`src/rtl/wave_reader_if.sv`:
```
// Sample-memory read bus between the wave reader (master) and the
// synchronous sample table (slave).
interface wave_reader_if #(
  parameter int AW   = 5,
  parameter int SIZE = 12
) ();
  logic            read;
  logic [AW-1:0]   address;
  logic [SIZE-1:0] sample;

  modport master (output read, output address, input sample);
  modport slave  (input read, input address, output sample);
endinterface

```
`src/rtl/wave_reader.sv`:
```
// Phase-accumulator sequencer: steps through the waveform table at a divided
// tick rate and streams the returned samples to the output stage.
//
// state | meaning
// IDLE  | stopped, sample_out holds its last value
// RUN   | ticking; one table read per tick
// DRAIN | enable dropped, waiting for the in-flight reads to return
module wave_reader #(
  parameter int N     = 32,
  parameter int SIZE  = 12,
  parameter int ACC_W = 16,
  parameter int DIV_W = 16,
  localparam int AW   = $clog2(N)
) (
  input  logic              clk,
  input  logic              rst_n,
  input  logic              enable,
  input  logic [ACC_W-1:0]  step,
  input  logic [DIV_W-1:0]  div,
  wave_reader_if.master     mem,
  output logic [SIZE-1:0]   sample_out,
  output logic              sample_valid,
  output logic              busy
);

  typedef enum logic [1:0] {IDLE, RUN, DRAIN} state_t;

  state_t            state;
  logic [ACC_W-1:0]  phase;
  logic [DIV_W-1:0]  div_q;
  logic [DIV_W-1:0]  cnt;
  logic              rd_q;
  logic              rd_d1;
  logic [AW-1:0]     addr_q;

  assign mem.read    = rd_q;
  assign mem.address = addr_q;

  always_ff @(posedge clk or negedge rst_n) begin
    if (!rst_n) begin
      state        <= IDLE;
      phase        <= '0;
      div_q        <= '0;
      cnt          <= '0;
      rd_q         <= 1'b0;
      rd_d1        <= 1'b0;
      addr_q       <= '0;
      sample_out   <= '0;
      sample_valid <= 1'b0;
      busy         <= 1'b0;
    end else begin
      // Capture pipeline: read strobe, memory returns data, sample registered.
      rd_q         <= 1'b0;
      rd_d1        <= rd_q;
      sample_valid <= rd_d1;
      if (rd_d1)
        sample_out <= mem.sample;

      case (state)
        IDLE: begin
          if (enable) begin
            state <= RUN;
            busy  <= 1'b1;
            phase <= '0;
            div_q <= div;
            cnt   <= div;
          end
        end
        RUN: begin
          if (!enable) begin
            if (rd_q || rd_d1) begin
              state <= DRAIN;
            end else begin
              state <= IDLE;
              busy  <= 1'b0;
            end
          end else if (cnt == div_q) begin
            cnt    <= '0;
            rd_q   <= 1'b1;
            addr_q <= phase[ACC_W-1 -: AW];
            phase  <= phase + step;
          end else begin
            cnt <= cnt + 1'b1;
          end
        end
        DRAIN: begin
          // Once the strobe is gone, the last sample_valid lands with IDLE.
          if (!rd_q) begin
            state <= IDLE;
            busy  <= 1'b0;
          end
        end
        default: begin
          state <= IDLE;
          busy  <= 1'b0;
        end
      endcase
    end
  end

endmodule

```
`src/flat_wrapper.sv`:
```
// flat-port wrapper written by rule: the top's interface ports become plain ports
module wave_reader_flat 
#(
  parameter int N     = 32,
  parameter int SIZE  = 12,
  parameter int ACC_W = 16,
  parameter int DIV_W = 16,
  localparam int AW   = $clog2(N)
)
  (clk, rst_n, enable, step, div, sample_out, sample_valid, busy, mem_read, mem_address, mem_sample);
  wave_reader_if #(.AW(5), .SIZE(SIZE)) mem_i ();
  input  logic clk;
  input  logic rst_n;
  input  logic enable;
  input  logic [ACC_W-1:0] step;
  input  logic [DIV_W-1:0] div;
  output logic [SIZE-1:0] sample_out;
  output logic sample_valid;
  output logic busy;
  output wire logic [$bits(mem_i.read)-1:0] mem_read;
  output wire logic [$bits(mem_i.address)-1:0] mem_address;
  input wire logic [$bits(mem_i.sample)-1:0] mem_sample;
  assign mem_read = mem_i.read;
  assign mem_address = mem_i.address;
  assign mem_i.sample = mem_sample;
  wave_reader #(.N(N), .SIZE(SIZE), .ACC_W(ACC_W), .DIV_W(DIV_W)) u_core (.clk(clk), .rst_n(rst_n), .enable(enable), .step(step), .div(div), .mem(mem_i), .sample_out(sample_out), .sample_valid(sample_valid), .busy(busy));
endmodule
```
`config.mk`:
```
export PLATFORM = sky130hd
export DESIGN_NAME = wave_reader_flat
export DESIGN_NICKNAME = d
export VERILOG_FILES = /design/src/rtl/wave_reader_if.sv /design/src/rtl/wave_reader.sv /design/src/flat_wrapper.sv
export SDC_FILE = /design/constraint.sdc
export NUM_CORES = 1
export LEC_CHECK = 0
export BUFFER_PORTS_ARGS = -buffer_cell sky130_fd_sc_hd__buf_2
export CAP_MARGIN = 10
export CORE_MARGIN = 2
export CORE_UTILIZATION = 57
export DETAILED_ROUTE_END_ITERATION = 10
export PLACE_DENSITY = 0.9
export SLEW_MARGIN = 20
export SYNTH_ARGS = -nofsm -noshare
export SYNTH_HDL_FRONTEND = slang
export SYNTH_SLANG_ARGS = --single-unit
export TNS_END_PERCENT = 100
```
`constraint.sdc`:
```
create_clock -name clk -period 2.9 [get_ports clk]
set_input_delay 0.145 -clock clk [delete_from_list [all_inputs] [get_ports clk]]
set_output_delay 0.145 -clock clk [all_outputs]
set_load 0.05 [all_outputs]
```
## Yosys cells after proc, flatten, opt, wreduce, memory -nomap -nowiden

Index checks and enable logic that the tools add are counted.
W data, S select, Z words.

- Add/sub/neg operators: 2
- Eq/ne operators: 9
- Mux-type cells: 21
- Reductions and logical operators: 9

Operators with widths:

| cell | number |
|---|---|
| $mux W16 | 6 |
| $pmux W16 S2 | 2 |
| $add A16 B1 Y16 const B | 1 |
| $add A16 B16 Y16 | 1 |
| $eq A16 B16 Y1 | 1 |
| $ne A2 B2 Y1 const B | 5 |
| $reduce_and A3 Y1 | 3 |
| $mux W2 | 4 |
| $reduce_and A4 Y1 | 2 |
| $mux W1 | 7 |
| $pmux W2 S3 | 1 |
| $pmux W1 S3 | 1 |
| $eq A2 B1 Y1 const B | 1 |
| $eq A2 B2 Y1 const B | 1 |
| $logic_not A2 Y1 | 1 |
| $ne A2 B1 Y1 const B | 1 |
| $reduce_and A2 Y1 | 1 |
| $reduce_bool A2 Y1 | 1 |
| $logic_or A1 B1 Y1 | 1 |

- Bits in registers: 71
- Bits of input ports: 47
- Output and inout bits: 20
- Logic and storage cells: 51

## Longest topological paths before layout

Gate-level depths: netlist (run 1).

- Word-level depth: 4
- Depth in mapped cells: 9

## Worst setup path before layout (run 1)

OpenSTA, ideal clock, no wires.

- Path type: register to register
- Start point: reg u_core.phase[1]
- End point: reg u_core.phase[15]
- Arrival: 2.133 ns
- Data required time: 2.831 ns
- Setup slack: 0.698 ns
- Cell stages (with the launch flop): 8
- Cell sequence: dfrtp_1 ha_1 a211o_1 a211o_1 a211oi_2 nor3b_1 or4b_1 nand3_1

- Cells in the longest elaborated chain, start to end: 4

RTL lines:

| element | RTL line | RTL |
|---|---|---|
| start, declared | wave_reader.sv:29 | `logic [ACC_W-1:0] phase;` |
| start signal, assigned | wave_reader.sv:81 | `phase <= phase + step;` |
| $add A16 B16 Y16 | wave_reader.sv:81 |  |
| $mux W16 | wave_reader.sv:77 | `end else if (cnt == div_q) begin` |
| $mux W16 | wave_reader.sv:70 | `if (!enable) begin` |
| $pmux W16 S2 | wave_reader.sv:59 | `case (state)` |

No other way between the ends. The select of a mux whose other input is x is not followed.
A chain may end at the register's enable or synchronous reset.

## Final worst setup path (run 1)

- Start point: reg u_core.phase[9]
- End point: reg u_core.phase[15]

Same word-level chain as after synthesis.

==> results of run 1 <==
-- layout make-up --
| cell class | count | area, µm² | share of cell area, % |
|---|---|---|---|
| clock buffer | 12 | 155 | 3.35 |
| clock inverter | 4 | 30.0 | 0.648 |
| inverter | 24 | 90.1 | 1.94 |
| multi-input combinational | 281 | 2060 | 44.5 |
| sequential | 71 | 1780 | 38.3 |
| tap | 96 | 120 | 2.59 |
| timing repair buffer | 75 | 403 | 8.69 |
-- kinds of logic (layout without fill, tap and decap cells) --
logic type | count (synthesis) | in the layout | share of synthesized area [%]
and+or+nand+nor | 96 | 96 | 12.5
muxes | 35 | 35 | 9.76
buffers and inverters | 41 | 115 | 4.60
AOI/OAI and AO/OA | 108 | 108 | 18.1
xor gates and xnor gates | 25 | 25 | 5.44
adders and majority gates | 17 | 17 | 5.47
DFF | 71 | 71 | 44.2
-- layout by cell type (no fill, tap or decap), drive strengths merged, types with 3 or more instances in the layout --
cell type	synthesis	final
a21oi	29	29
o22ai	13	13
inv	23	23
o31ai	5	5
mux2	34	34
buf	6	73
clkbuf	11	12
o21a	5	5
nand3	11	11
a22oi	5	5
nor3	3	3
clkinv	1	4
o21ai	17	17
a32oi	4	4
xor2	3	3
ha	16	16
and3	4	4
nor4	6	6
nor2	15	15
nand2b	3	3
a32o	3	3
nand4	8	8
and2	4	4
nand2	29	29
a211oi	3	3
dfrtp	71	71
xnor2	22	22
a21o	8	8
-- state kept, by name, summed over array words and instances, names as in the netlist --
signal               cells
u_core.cnt              16
u_core.sample_valid      1
u_core.mem.address       5
u_core.mem.read          1
u_core.sample_out       12
u_core.busy              1
u_core.rd_d1             1
u_core.phase            16
u_core.state             2
u_core.div_q            16
-- layer usage --
| metal | GRT usage (%) | vias up | wire (µm) |
|---|---|---|---|
| met5 | 0 | - | 0 |
| met4 | 10.3 | 0 | 114 |
| met3 | 4.43 | 14 | 540 |
| met2 | 41.7 | 99 | 4380 |
| met1 | 30.3 | 1599 | 3920 |
| li1 | - | 1579 | - |
-- where the power goes --
part	internal [W]	total [W]	switching (W)	leakage, nW
logic	0.000213	0.000443	0.000230	1.19
clock network	0.000359	0.000747	0.000388	0.0926
registers	0.00107	0.00115	0.0000797	0.921
total	0.00164	0.00234	0.000698	2.21
-- how the worst min path moves through the flow --
| stage | depth (start not counted) | slack (ns) | startpoint | end |
|---|---|---|---|---|
| after floorplan | 0 | -0.15 | rst_n | u_core.busy$_DFFE_PN0P_ |
| after CTS | 2 | 0.02 | mem_sample[9] | u_core.sample_out[9]$_DFFE_PN0P_ |
| after global routing | 2 | 0.02 | mem_sample[7] | u_core.sample_out[7]$_DFFE_PN0P_ |
| after detailed placement | 1 | 0.30 | rst_n | u_core.phase[1]$_DFFE_PN0P_ |
| after global placement | 1 | 0.30 | rst_n | u_core.sample_out[8]$_DFFE_PN0P_ |
| final | 2 | 0.02 | mem_sample[9] | u_core.sample_out[9]$_DFFE_PN0P_ |
-- worst max-delay path, cell delays in order (launching register included) --
cell and delay [ns]:
sky130_fd_sc_hd__dfrtp_1 0.39, sky130_fd_sc_hd__ha_1 0.35, sky130_fd_sc_hd__and2_0 0.25, sky130_fd_sc_hd__and4_2 0.29, sky130_fd_sc_hd__o31ai_1 0.31, sky130_fd_sc_hd__nor3b_1 0.11, sky130_fd_sc_hd__or4b_1 0.51, sky130_fd_sc_hd__nand3_1 0.09
-- through the flow --
step | cells | utilization [%] | instance area (µm²)
after CTS | 563 | 67.9 | 4640
after global placement | 545 | 64.9 | 4430
final | 563 | 67.9 | 4640
after detailed placement | 545 | 64.9 | 4430
after global routing | 563 | 67.9 | 4640
after floorplan | 393 | - | 4020
-- repair_timing --
| item | 4_1_cts | 5_1_grt |
|---|---|---|
| hold buffers | 2 | 0 |
| setup endpoints to repair | 0 | 0 |
| hold endpoints to repair | 38 | 0 |
==> flow_results.org, run 1 <==
** Timing
- Final number of max-transition violations :: 0
- Max_slew headroom :: a little over two fifths
- In the final timing run, aggregate negative setup slack is 0 ns.
- Final setup fails :: 0
- The tightest hold path in the finished design has a slack of between 0.02 and 0.025 ns.
- Final min period :: 2.37 ns
- Final hold viol count :: 0
- Setup repair after global routing left no endpoint under its margin.
- Worst Setup Slack, final :: 0.530 ns
- Slew at the pin closest to its max-slew limit :: 0.872 ns
- Clock skew on the completed layout was measured at between 0.004 and 0.005 ns.
- For this run, the top clock speed supported by timing is between 400 and 500 MHz.
- After layout, the worst path uses 81.7% of the clock period.

** Placement
- I/O Buffers :: 66
- Once detailed placement completed, the half-perimeter wirelength came to between 6 and 7 mm.
- The congestion estimate from routability-driven global placement came to approximately 0.89.
- Post-Place Worst Slack :: 0.577 ns

** Clocking
- Clock sink count :: a little over 70
- Clock latency on the worst-skew pair :: 0.35 ns
- Clock-pin slew was measured on the worst setup and hold paths at 0.08 ns.
- TritonCTS built the clock tree.
- Clock H-tree levels :: 3
- Post-CTS timing repair inserted 0 buffers for setup.
- After clock tree synthesis, the repair step resized 0 gates.
- Clock tree synthesis inserted a total of 9 buffers.
- The clock passes through at most 2 buffers.
- The tree is rooted in a sky130_fd_sc_hd__clkbuf_8.

** Detailed routing
- Via-per-instance ratio :: ~5.8
- Via count :: 3291
- Detailed-route wire length per cell :: 15.9 µm
- Drt initial violations :: 193
- Total routed wirelength :: 8.96 mm
- Remaining DRCs :: 0
- Initial DRT Pass Iterations :: 4
- The count of nets left with antenna violations once routing finished came out at 0.

** Power
- Power density normalized to cell area :: 504 mW/mm²
- The design draws between 0.002 and 0.0025 W.
- Worst voltage drop across the vdd grid :: 0.286 mV
- Leakage :: approximately 2.2 nW

** Global routing
- Global routing used 24.4% of the available tracks across all layers.
- Entering global routing, the biggest net connects 40 pins.
- The first global-routing pass estimated 14.6 mm of wire.
- Vias in the first global route :: 3164
- GRT overflow :: 0
- The initial antenna violation count is 0.

** Setup path
- CP arrival :: 2.66 ns
- Critical path type :: register to register
- The startpoint identified for the worst register-to-register timing path is u_core.phase[9]$_DFFE_PN0P_.
- The worst setup path is launched from a register.
- Endpoint of the lowest-slack register-to-register path :: u_core.phase[15]$_DFFE_PN0P_
- STA classifies the critical path endpoint as a register.
- For flop-to-flop paths, the worst setup slack is 0.53 ns.
- Depth of the most critical reg-to-reg path :: 7
- CP Max Fanout :: 6
- The most critical setup path has its endpoint at u_core.phase[15]$_DFFE_PN0P_.
- The critical path starts at u_core.phase[9]$_DFFE_PN0P_.
- Data required time of the critical path :: between 3 and 4 ns

** Synth
- Cell with the most instances after synthesis :: sky130_fd_sc_hd__dfrtp_1
- Counting flops with a built-in enable in the synthesized netlist gives 0.
- The mapped netlist covers a little over 0.004 mm².
- Post-synthesis instance total :: about 400
- FF+latch count, synth :: 71
- In the synthesized netlist the dominant register cell turns out to be sky130_fd_sc_hd__dfrtp_1.
- Each instance of the synthesized netlist takes up on average just over 10 µm².
- Of the post-synthesis cell area, the dominant cell type holds 44.2%.
- Top area cells in the synthesized netlist :: sky130_fd_sc_hd__dfrtp_1, sky130_fd_sc_hd__mux2_2, sky130_fd_sc_hd__ha_1
- Summed over all instances, the cell type with the most area after synthesis is sky130_fd_sc_hd__dfrtp_1.
- Yosys synthesis warning count :: 0
- Syn Nets :: 457
- After synthesis, the netlist uses just over 60 different library cells.
- Of the synthesized area, sequential elements account for 44.2%.
- Sorting the synthesized cells by how often they occur yields sky130_fd_sc_hd__dfrtp_1, sky130_fd_sc_hd__mux2_2, sky130_fd_sc_hd__a21oi_1, sky130_fd_sc_hd__nand2_1, sky130_fd_sc_hd__inv_1.
- Of all flip-flops after synthesis, the portion carrying an async set or reset was 100%.

** Die
- Total Die Area :: 0.00775 mm²
- The initialized floorplan defines 30 standard-cell rows.
- Count of pins on the block boundary :: 67
- Initial standard-cell utilization of the core :: 58.9%
- Core outline area :: 0.00683 mm²
- Die width :: 88.0 µm
- Die boundary height :: 88.0 µm

** Cells and area
- Synthesis-to-finish area growth :: 15.2%
- The repair_antennas step left the layout with diodes totalling 0.
- Fillers :: about 550
- The final layout contains ~530 nets.
- Of the cells placed in the final design, the portion with a size suffix greater than 1 is between 20% and 30%.

** Min path
- In this run the worst hold path is classified as primary input to register.

** Job
- Across the run, the number of max-cap violations was 0.

** Outcome
- The run finished with clean final reports.
Note: power is estimated with default switching activity, not from simulation.
==> run 2: changes to the inputs <==
clock period = 2.3 ns   (was 2.9 ns; I/O delays follow)
==> run 2 against run 1 <==
  * The flow now finishes with violations (negative setup slack)
  * Total power is 28% higher
  * Non-clock buffer count is 22 higher
  * Clock skew rose by 0.0035 ns
  * Sequential share of layout area decreased by 2.2 points
  * Critical endpoint is now u_core.phase[9]$_DFFE_PN0P_
==> flow_results.org, run 2 (synthesized netlist as in run 1, its figures left out) <==
** Outcome
- The flow ran to the end, but the final reports show violations.
- The final reports fail on negative setup slack.

** Min path
- The tightest min-delay check is of the primary input to register type.
- Cell depth of the worst hold path :: 2
- Worst-case hold path end point :: u_core.div_q[1]$_DFFE_PN0P_
- In this run the most critical hold path is launched from div[1].

** Placement
- Summed over all nets, the half-perimeter wirelength after detailed placement is ~6.5 mm.
- The count of buffers added on input and output ports is 66.
- Global placement routability congestion :: 0.905
- In this run the cell area measured after placement is about 0.0045 mm².

** Timing
- Worst Setup Slack, final :: -0.0191 ns
- Final setup fails :: 1
- The number of max-slew violations in the final report is 0.
- The smallest clock period supported by the final layout is computed as 2.32 ns.
- Share of the cycle needed by the critical path after routing :: 101%
- Derived from the worst setup path, the maximum achievable clock frequency is around 430 MHz.
- The total count of hold-check failures in the final report is 0.
- Clock skew on the completed layout was measured at about 0.0078 ns.
- Max_slew headroom :: between 40 and 50%
- Setup TNS :: -0.0191 ns
- At the pin with the least slew margin, the transition time is approximately 0.81 ns.
- Setup repair after global routing missed its margin :: true

** Clocking
- Counting the buffers created by CTS gives 9.
- Clock latency on the worst-skew pair, taken at its later pin, is 0.36 ns.
- Clock H-tree levels :: 3
- Clock-pin slew was measured on the worst setup and hold paths at 0.08 ns.
- CTS tree :: built
- The clock passes through at most 2 buffers.
- For this design, the sink count on the clock tree is 71.
- Clock Root Buffer :: sky130_fd_sc_hd__clkbuf_8

** Power
- Internal power consumption :: 0.00207 W
- Net Switching :: 0.000907 W
- Switching Share :: between 30% and 40%
- Part of the total power dissipated in sequential elements :: between 40 and 50%
- Summed over all cells, the static leakage comes to ~2.3 nW.
- Power density normalized to cell area :: 606 mW/mm²
- Share of power burned in the clock network :: 30.3%
- Across the VDD grid, the largest voltage drop is between 0.4 and 0.5 mV.
- Gate power share :: 21.4%
- Power comes to 0.00298 W.

** Detailed routing
- Routed Antenna Nets :: 0
- Total routed wirelength :: 9.80 mm
- In this run, the number of DRC markers left after iteration 0 of detailed routing was 200.
- Initial DRT Pass Iterations :: 5
- Remaining DRCs :: 0
- Summing over every cut layer, the via total after detailed routing is roughly 3400.
- Dividing the detail-routed wire length by the instance count gives approximately 17 µm.
- Dividing the detail-routed via count by the number of cells gives between 5 and 6.

** Cells and area
- Cells with a size suffix above 1 make up 32.0% of the layout.
- Once layout is done, the placed cells without fillers occupy just under 0.005 mm².
- In the layout the commonest cells are sky130_fd_sc_hd__dfrtp_1, sky130_fd_sc_hd__buf_2, sky130_fd_sc_hd__mux2_2.
- After the last flow step, the layout net total stands at ~550.
- Leaving out fill and tap cells, the most frequent cell in the layout is sky130_fd_sc_hd__dfrtp_1.
- Compared with the post-synthesis result, the final layout area differs by 22.3%.
- Largest registers :: u_core.cnt (16), u_core.div_q (16), u_core.phase (16)
- Count of inserted antenna diode cells :: 0
- Cells fill 72.0% of the core in the end.

** Setup path
- In this run the critical register-to-register path is launched from u_core.phase[1]$_DFFE_PN0P_.
- The critical path goes through ha_4 -> a211o_1 -> a211o_1 -> buf_4 -> buf_4 -> a21o_2 -> a21oi_1 -> xnor2_1 -> a22o_1.
- The critical path runs through a total of 9 cells.
- Critical-path top delay cell :: sky130_fd_sc_hd__dfrtp_1
- Largest stage delay, worst path :: 0.43 ns
- The setup path with the least slack is of type register to register.
- Data required time of the critical path :: 2.55 ns
- Data on the critical path arrives at its endpoint at 2.57 ns.
- Endpoint of the lowest-slack register-to-register path :: u_core.phase[9]$_DFFE_PN0P_
- Largest delay contributor family on the critical path :: compound AO/OA/AOI/OAI gates
- Setup slack on the worst reg-to-reg path comes out at -0.02 ns.
- STA classifies the critical path endpoint as a register.
- CP Max Fanout :: 3
- Crit path buffers/inverters :: 2
- The number of cells on the worst reg-to-reg path is 9.
- Startpoint Class :: register

** Die
- Total Die Area :: between 0.007 and 0.008 mm²
- Count of pins on the block boundary :: 67
- Number of rows in the core area :: 30
- Die boundary height :: 88.0 µm
- Once the floorplan was initialized, standard cells occupied 58.9% of the core.
- After floorplanning, the core was sized to cover 0.00683 mm².
- Die width :: ~90 µm

** Global routing
- Initial antenna violation count :: 0
- The via count of the first global-routing pass was 3377.
- For this run the aggregate overflow at the end of global routing stands at 0.
- Global routing used 25.5% of the available tracks.
- Entering global routing, the biggest net connects 44 pins.
- First-pass GRT wire length :: 15.3 mm

** Job
- Max-cap violations in this run came to 0.
## run 2: cell types whose count changed in the layout (fill, tap and decap cells not counted), moves of 5 or more
cell / change
sky130_fd_sc_hd__ha_1: -5
sky130_fd_sc_hd__dlygate4sd3_1: +12
sky130_fd_sc_hd__ha_4: +5
sky130_fd_sc_hd__buf_4: +9
## run 2: per-layer routing
layer,GRT usage [%],up-vias,part of all wire [%]
li1,-,1612,-
met1,30.9,1675,40
met3,3.77,19,5.0
met5,0,-,0
met2,44.9,116,53
met4,11.6,0,1.9
## run 2: power groups by stage
stage	Clock (W)	Combinational, W	Sequential, W
floorplan	0	0.000400	0.00145
global placement	0	0.000559	0.00145
detailed placement	0	0.000581	0.00146
CTS	0.000910	0.000612	0.00144
global route	0.000972	0.000705	0.00145
finish	0.000902	0.000639	0.00144
## run 2: worst max path at each step
stage / to / start / slack, ns
3_3_place_gp: u_core.phase[15]$_DFFE_PN0P_ / u_core.phase[1]$_DFFE_PN0P_ / 0.04
3_5_place_dp: u_core.phase[15]$_DFFE_PN0P_ / u_core.phase[1]$_DFFE_PN0P_ / -0.03
6_report: u_core.phase[9]$_DFFE_PN0P_ / u_core.phase[1]$_DFFE_PN0P_ / -0.02
4_1_cts: u_core.phase[15]$_DFFE_PN0P_ / u_core.phase[1]$_DFFE_PN0P_ / 0.004
2_1_floorplan: u_core.phase[15]$_DFFE_PN0P_ / u_core.phase[1]$_DFFE_PN0P_ / 0.1
5_1_grt: u_core.phase[9]$_DFFE_PN0P_ / u_core.phase[1]$_DFFE_PN0P_ / -0.07
## run 2: layout make-up
cell class	count	area (µm²)
Clock buffer	10	138
Clock inverter	5	35.0
Fill cell	503	1910
Inverter	24	90.1
Multi-Input combinational cell	281	2150
Sequential cell	71	1780
Tap cell	96	120
Timing Repair Buffer	97	611
## run 2: repair_timing
action	in CTS	in global routing
setup buffers	2	3
pin swaps	3	8
hold buffers	14	0
cloned	0	0
endpoints found under the hold margin	41	0
gates resized for setup	2	12
endpoints found under the setup margin	1	14
## run 2: stage by stage
stage               cells  setup slack (ns)  hold slack (ns)
floorplan             393            0.0980           -0.181
global placement      550            0.0364            0.172
detailed placement    550           -0.0327            0.182
CTS                   581           0.00412         0.000890
global route          584           -0.0723          0.00325
finish                584           -0.0191          0.00436
